--- config.mk ---
export PLATFORM = sky130hd
export DESIGN_NAME = pipe_stage_skid_reg
export DESIGN_NICKNAME = d
export VERILOG_FILES = /design/src/rtl/pipe_stage_skid_reg.sv
export SDC_FILE = /design/constraint.sdc
export NUM_CORES = 1
export LEC_CHECK = 0
export ABC_AREA = 0
export CAP_MARGIN = 25
export CORE_ASPECT_RATIO = 1.25
export CORE_MARGIN = 2
export CORE_UTILIZATION = 45
export DETAILED_ROUTE_END_ITERATION = 8
export PLACE_DENSITY = 0.74
export SLEW_MARGIN = 10
export SYNTH_ARGS = -nofsm -noshare
export SYNTH_HDL_FRONTEND = slang
export SYNTH_SLANG_ARGS = --single-unit
--- constraint.sdc ---
create_clock -name clk_i -period 2.4 [get_ports clk_i]
set_input_delay 0.48 -clock clk_i [delete_from_list [all_inputs] [get_ports clk_i]]
set_output_delay 0.48 -clock clk_i [all_outputs]
set_load 0.01 [all_outputs]
--- src/rtl/pipe_stage_skid_reg.sv ---
// ---------------------------------------------------------------------------
// pipe_stage_skid_reg
//
// Parametrised pipeline stage register with a valid/ready handshake and a
// 2-entry skid buffer. This is the generalised successor of the fixed 96-bit
// IF/ID latch.
//
// The main register drives the outputs. The skid register holds one overflow
// word, so in_ready_o depends only on the state register. Throughput is one
// word per cycle.
//
// Control inputs:
//   - flush_i empties the stage (for example, a taken branch).
//   - Any bit of kill_in_i drops the word accepted in that cycle (for example,
//     jumps).
//
// When the stage is empty, the output is an all-zero bubble (NOP).
//
// Optional feature macro: PIPE_STAGE_PERF_EN
//   When defined, saturating performance counters and their ports are added.
//
// Ports:
//   clk_i        in   1          rising-edge clock
//   rst_ni       in   1          asynchronous, active-low reset
//   in_valid_i   in   1          upstream word valid
//   in_ready_o   out  1          stage can accept a word
//   in_data_i    in   DATA_W     upstream payload
//   kill_in_i    in   KILL_SRCS  any bit set: word accepted this cycle dropped
//   flush_i      in   1          hard flush: empty the stage
//   out_valid_o  out  1          downstream word valid
//   out_ready_i  in   1          downstream accepts
//   out_data_o   out  DATA_W     downstream payload, zero when not valid
//   perf_clr_i   in   1          sync clear of counters      (PIPE_STAGE_PERF_EN)
//   stall_cnt_o  out  CNT_W      cycles valid & not ready     (PIPE_STAGE_PERF_EN)
//   flush_cnt_o  out  CNT_W      cycles with flush asserted   (PIPE_STAGE_PERF_EN)
//   kill_cnt_o   out  CNT_W      words discarded by kill_in_i (PIPE_STAGE_PERF_EN)
// ---------------------------------------------------------------------------
module pipe_stage_skid_reg #(
    parameter int DATA_W    = 96,
    parameter int KILL_SRCS = 2,
    parameter int CNT_W     = 16
) (
    input  logic                 clk_i,
    input  logic                 rst_ni,
    input  logic                 in_valid_i,
    output logic                 in_ready_o,
    input  logic [DATA_W-1:0]    in_data_i,
    input  logic [KILL_SRCS-1:0] kill_in_i,
    input  logic                 flush_i,
    output logic                 out_valid_o,
    input  logic                 out_ready_i,
    output logic [DATA_W-1:0]    out_data_o
`ifdef PIPE_STAGE_PERF_EN
   ,input  logic                 perf_clr_i,
    output logic [CNT_W-1:0]     stall_cnt_o,
    output logic [CNT_W-1:0]     flush_cnt_o,
    output logic [CNT_W-1:0]     kill_cnt_o
`endif
);

    localparam logic [1:0] ST_EMPTY = 2'd0;
    localparam logic [1:0] ST_ONE   = 2'd1;
    localparam logic [1:0] ST_FULL  = 2'd2;

    logic [1:0]        state_q, state_d;
    logic [DATA_W-1:0] main_q, main_d;
    logic [DATA_W-1:0] skid_q, skid_d;

    logic acc;
    logic killed;
    logic push;
    logic pop;

    // Ready and valid are decoded from the state register only.
    // This keeps out_ready_i, flush_i and kill_in_i off the ready path.
    assign in_ready_o  = (state_q != ST_FULL);
    assign out_valid_o = (state_q != ST_EMPTY);
    assign out_data_o  = main_q;

    assign acc    = in_valid_i & in_ready_o;
    assign killed = |kill_in_i;
    assign push   = acc & ~killed & ~flush_i;
    assign pop    = out_valid_o & out_ready_i;

    always_comb begin
        state_d = state_q;
        main_d  = main_q;
        skid_d  = skid_q;
        if (flush_i) begin
            // A flush wins over everything else.
            // A pop in this cycle has already been seen downstream.
            state_d = ST_EMPTY;
            main_d  = '0;
            skid_d  = '0;
        end else begin
            case (state_q)
                ST_EMPTY: begin
                    if (push) begin
                        state_d = ST_ONE;
                        main_d  = in_data_i;
                    end
                end
                ST_ONE: begin
                    if (push && pop) begin
                        main_d = in_data_i;
                    end else if (push) begin
                        state_d = ST_FULL;
                        skid_d  = in_data_i;
                    end else if (pop) begin
                        // Zero the main register so an empty stage shows a NOP.
                        state_d = ST_EMPTY;
                        main_d  = '0;
                    end
                end
                ST_FULL: begin
                    if (pop) begin
                        state_d = ST_ONE;
                        main_d  = skid_q;
                        skid_d  = '0;
                    end
                end
                default: begin
                    state_d = ST_EMPTY;
                    main_d  = '0;
                    skid_d  = '0;
                end
            endcase
        end
    end

    always_ff @(posedge clk_i or negedge rst_ni) begin
        if (!rst_ni) begin
            state_q <= ST_EMPTY;
            main_q  <= '0;
            skid_q  <= '0;
        end else begin
            state_q <= state_d;
            main_q  <= main_d;
            skid_q  <= skid_d;
        end
    end

`ifdef PIPE_STAGE_PERF_EN
    logic [CNT_W-1:0] stall_cnt_q, stall_cnt_d;
    logic [CNT_W-1:0] flush_cnt_q, flush_cnt_d;
    logic [CNT_W-1:0] kill_cnt_q,  kill_cnt_d;

    // Counters saturate at all-ones.
    // A clear takes priority over any increment in the same cycle.
    always_comb begin
        stall_cnt_d = stall_cnt_q;
        flush_cnt_d = flush_cnt_q;
        kill_cnt_d  = kill_cnt_q;
        if (perf_clr_i) begin
            stall_cnt_d = '0;
            flush_cnt_d = '0;
            kill_cnt_d  = '0;
        end else begin
            if (out_valid_o && !out_ready_i && (stall_cnt_q != '1)) begin
                stall_cnt_d = stall_cnt_q + 1'b1;
            end
            if (flush_i && (flush_cnt_q != '1)) begin
                flush_cnt_d = flush_cnt_q + 1'b1;
            end
            if (acc && killed && (kill_cnt_q != '1)) begin
                kill_cnt_d = kill_cnt_q + 1'b1;
            end
        end
    end

    always_ff @(posedge clk_i or negedge rst_ni) begin
        if (!rst_ni) begin
            stall_cnt_q <= '0;
            flush_cnt_q <= '0;
            kill_cnt_q  <= '0;
        end else begin
            stall_cnt_q <= stall_cnt_d;
            flush_cnt_q <= flush_cnt_d;
            kill_cnt_q  <= kill_cnt_d;
        end
    end

    assign stall_cnt_o = stall_cnt_q;
    assign flush_cnt_o = flush_cnt_q;
    assign kill_cnt_o  = kill_cnt_q;
`endif

endmodule

==> metrics <==
Seq cells post-synth=between 150 and 200; global route total overflow=0; Die Span Y=about 150 um; Synth Area per Inst=13.9 sq um; # hold bufs at CTS=0; list of most frequent post-synthesis cells=194 x dfrtp_1, 96 x a221o_1, 96 x a22o_1; Critical Path Start Type=flip-flop; most common flop cell mapped by yosys=dfrtp_1; hold crit path type=input port to async pin; Clock Skew=approximately 8.4 ps; first-pass GRT wire length=33000 um; number of detailed-route iterations in the first pass=5; Num CTS Buffers=17; worst-skew pair later-pin latency=430 ps; critical path class=flip-flop to output pin; Crit. Startpoint=state_q[0]; largest cells by area after synthesis=dfrtp_1 63%, a221o_1 12%, a22o_1 11%; Syn Nets=approximately 660; IO Count=201; Clock Tree Buf Depth=2; Finished Core Util=63.0%; sequential fraction of the synthesis area=62.8%; EDFF count, synth=0; Syn Inst Count=around 560; Setup crit end=out_valid_o; Static Leakage=4.83 nW; fmax=440 MHz; placed cells=947; Detailed Route Iter0 Violations=444; Critical Path AT=about 1800 ps; crit end category=output pin; synthesis-to-finish area growth=37.4%; vias in the first global route=approximately 6100; Hold Worst Slack=48.0 ps; dominant cell type by area after synthesis=dfrtp_1; largest net degree at the start of global routing=between 60 and 70; CTS-repair resized insts=0; fraction of registers with async set/reset=100%; non-filler cells, final=979; RSZ-0062 raised after global routing=false; post-CTS setup buffer count=0; Synth top area share=62.8%; post-synthesis cell area=around 7700 sq um; max_slew headroom=56.8%; row count=53; Vias/cell=5.92; port bufs=200; top-count cell post-synth=dfrtp_1; die area=18200 sq um; Num Clock Sinks=about 190; final hold vios=0; initial antenna violation count=0; Die X=between 100 and 150 um; layout cells sized above 1=8.30%; Inserted Diodes=0; status=finished, final reports clean; Tot Pwr=6.73 mW; CP required=approximately 1900 ps; H-tree levels=4; core area=16800 sq um; Final min period=roughly 2300 ps; FF-to-FF path depth=4; CTS clk-pin slew, worst paths=70 ps; CTS tree=built; Setup violations, final=0; Pwr per Cell Area=~630 nW/um^2; Routed Antenna Nets=0; Max FO, Critical Path=11; RePlAce Congestion=0.834; hpwl dp=13200 um; DRC violations left=0; Max-Cap Viols=0; via count=5794; total track usage=about 23%; CTS Root Cell=clkbuf_16; Final Max Tran Viols=0; crit share post-route=94.7%; synth unique cells=27; worst vdd ir=0.458 mV; FF-to-FF Start=state_q[1]; wire per inst=21.0 um; Post-Route WL=20500 um; Crit Reg-Reg Endpoint=skid_q[36]; Syn. warnings=0; actual slew at the worst max-slew pin=about 630 ps; Initial Util=around 46%; Final nets=849; Worst R2R Setup Slack=430 ps; # fillers=1292
[routing by layer]
metal  vias up  GRT usage, %  wire, um
met5         -             0         0
met1      2986          31.6      8760
li1       2542             -         -
met4         0          10.5       514
met3        37          4.92      1110
met2       229          36.0     10100
[report_power, final]
group	leakage, nW	switching (mW)	internal [mW]	total [mW]
sequential	2.69	0.0423	3.33	3.37
clock	0.272	1.30	1.39	2.69
combinational	1.87	0.327	0.338	0.666
[area by class of cell]
cell class	count	area [sq um]	area share [%]
Clock buffer	18	439	4.14
Clock inverter	14	121	1.14
Inverter	2	7.51	0.0707
Multi-Input combinational cell	309	2630	24.7
Sequential cell	194	4850	45.7
Tap cell	220	275	2.59
Timing Repair Buffer	222	2300	21.6
[worst min-delay path by stage]
stage / slack (ps) / to / startpoint
after floorplan: 180 / out_data_o[0] / rst_ni
after global placement: 480 / skid_q[19] / skid_q[19]
after detailed placement: 480 / skid_q[23] / skid_q[23]
after CTS: 50 / out_data_o[73] / rst_ni
after global routing: 60 / skid_q[71] / rst_ni
final: 50 / out_data_o[67] / rst_ni
[state kept, by name (all words and copies together) (netlist names)]
| signal | count |
|---|---|
| state_q | 2 |
| out_data_o | 96 |
| skid_q | 96 |
[worst max-delay path: stages (launching register included)]
cell and delay [ps]:
dfrtp_1 500, or2_2 320, clkdlybuf4s50_1 540
[cells by family (layout without fill, tap and decap cells)]
logic type,Yosys count,count (layout),synth area share (%)
AOI/OAI and AO/OA,198,198,24.1
DFF,194,194,62.8
and+or+nand+nor,110,110,9.44
buffers and inverters,55,256,3.51
muxes,1,1,0.130
[metrics by stage]
| stage | setup WS, ps | instance area [sq um] | setup TNS, ps |
|---|---|---|---|
| 4_1_cts | 98.4 | 10600 | 0 |
| 3_5_place_dp | -13.3 | 10100 | -47.4 |
| 3_3_place_gp | -24.5 | 10100 | -24.5 |
| 6_report | 128 | 10600 | 0 |
| 5_1_grt | 49.1 | 10600 | 0 |
| 2_1_floorplan | 546 | 7730 | 0 |
[cells in the final DEF (no fill, tap or decap), types with 2 or more instances in the layout]
cell | netlist | final
a221o_1 | 96 | 96
a22o_1 | 96 | 96
and2_1 | 95 | 95
buf_12 | 0 | 10
buf_4 | 8 | 12
clkbuf_16 | 0 | 17
clkbuf_8 | 0 | 2
clkdlybuf4s50_1 | 0 | 199
clkinv_4 | 0 | 4
clkinvlp_4 | 0 | 2
dfrtp_1 | 194 | 194
inv_1 | 2 | 2
inv_6 | 0 | 5
inv_8 | 0 | 2
nand2b_1 | 2 | 2
nor3_4 | 2 | 2
nor4b_1 | 2 | 2
or2_2 | 2 | 2
Note: power is estimated with default switching activity, not from simulation.
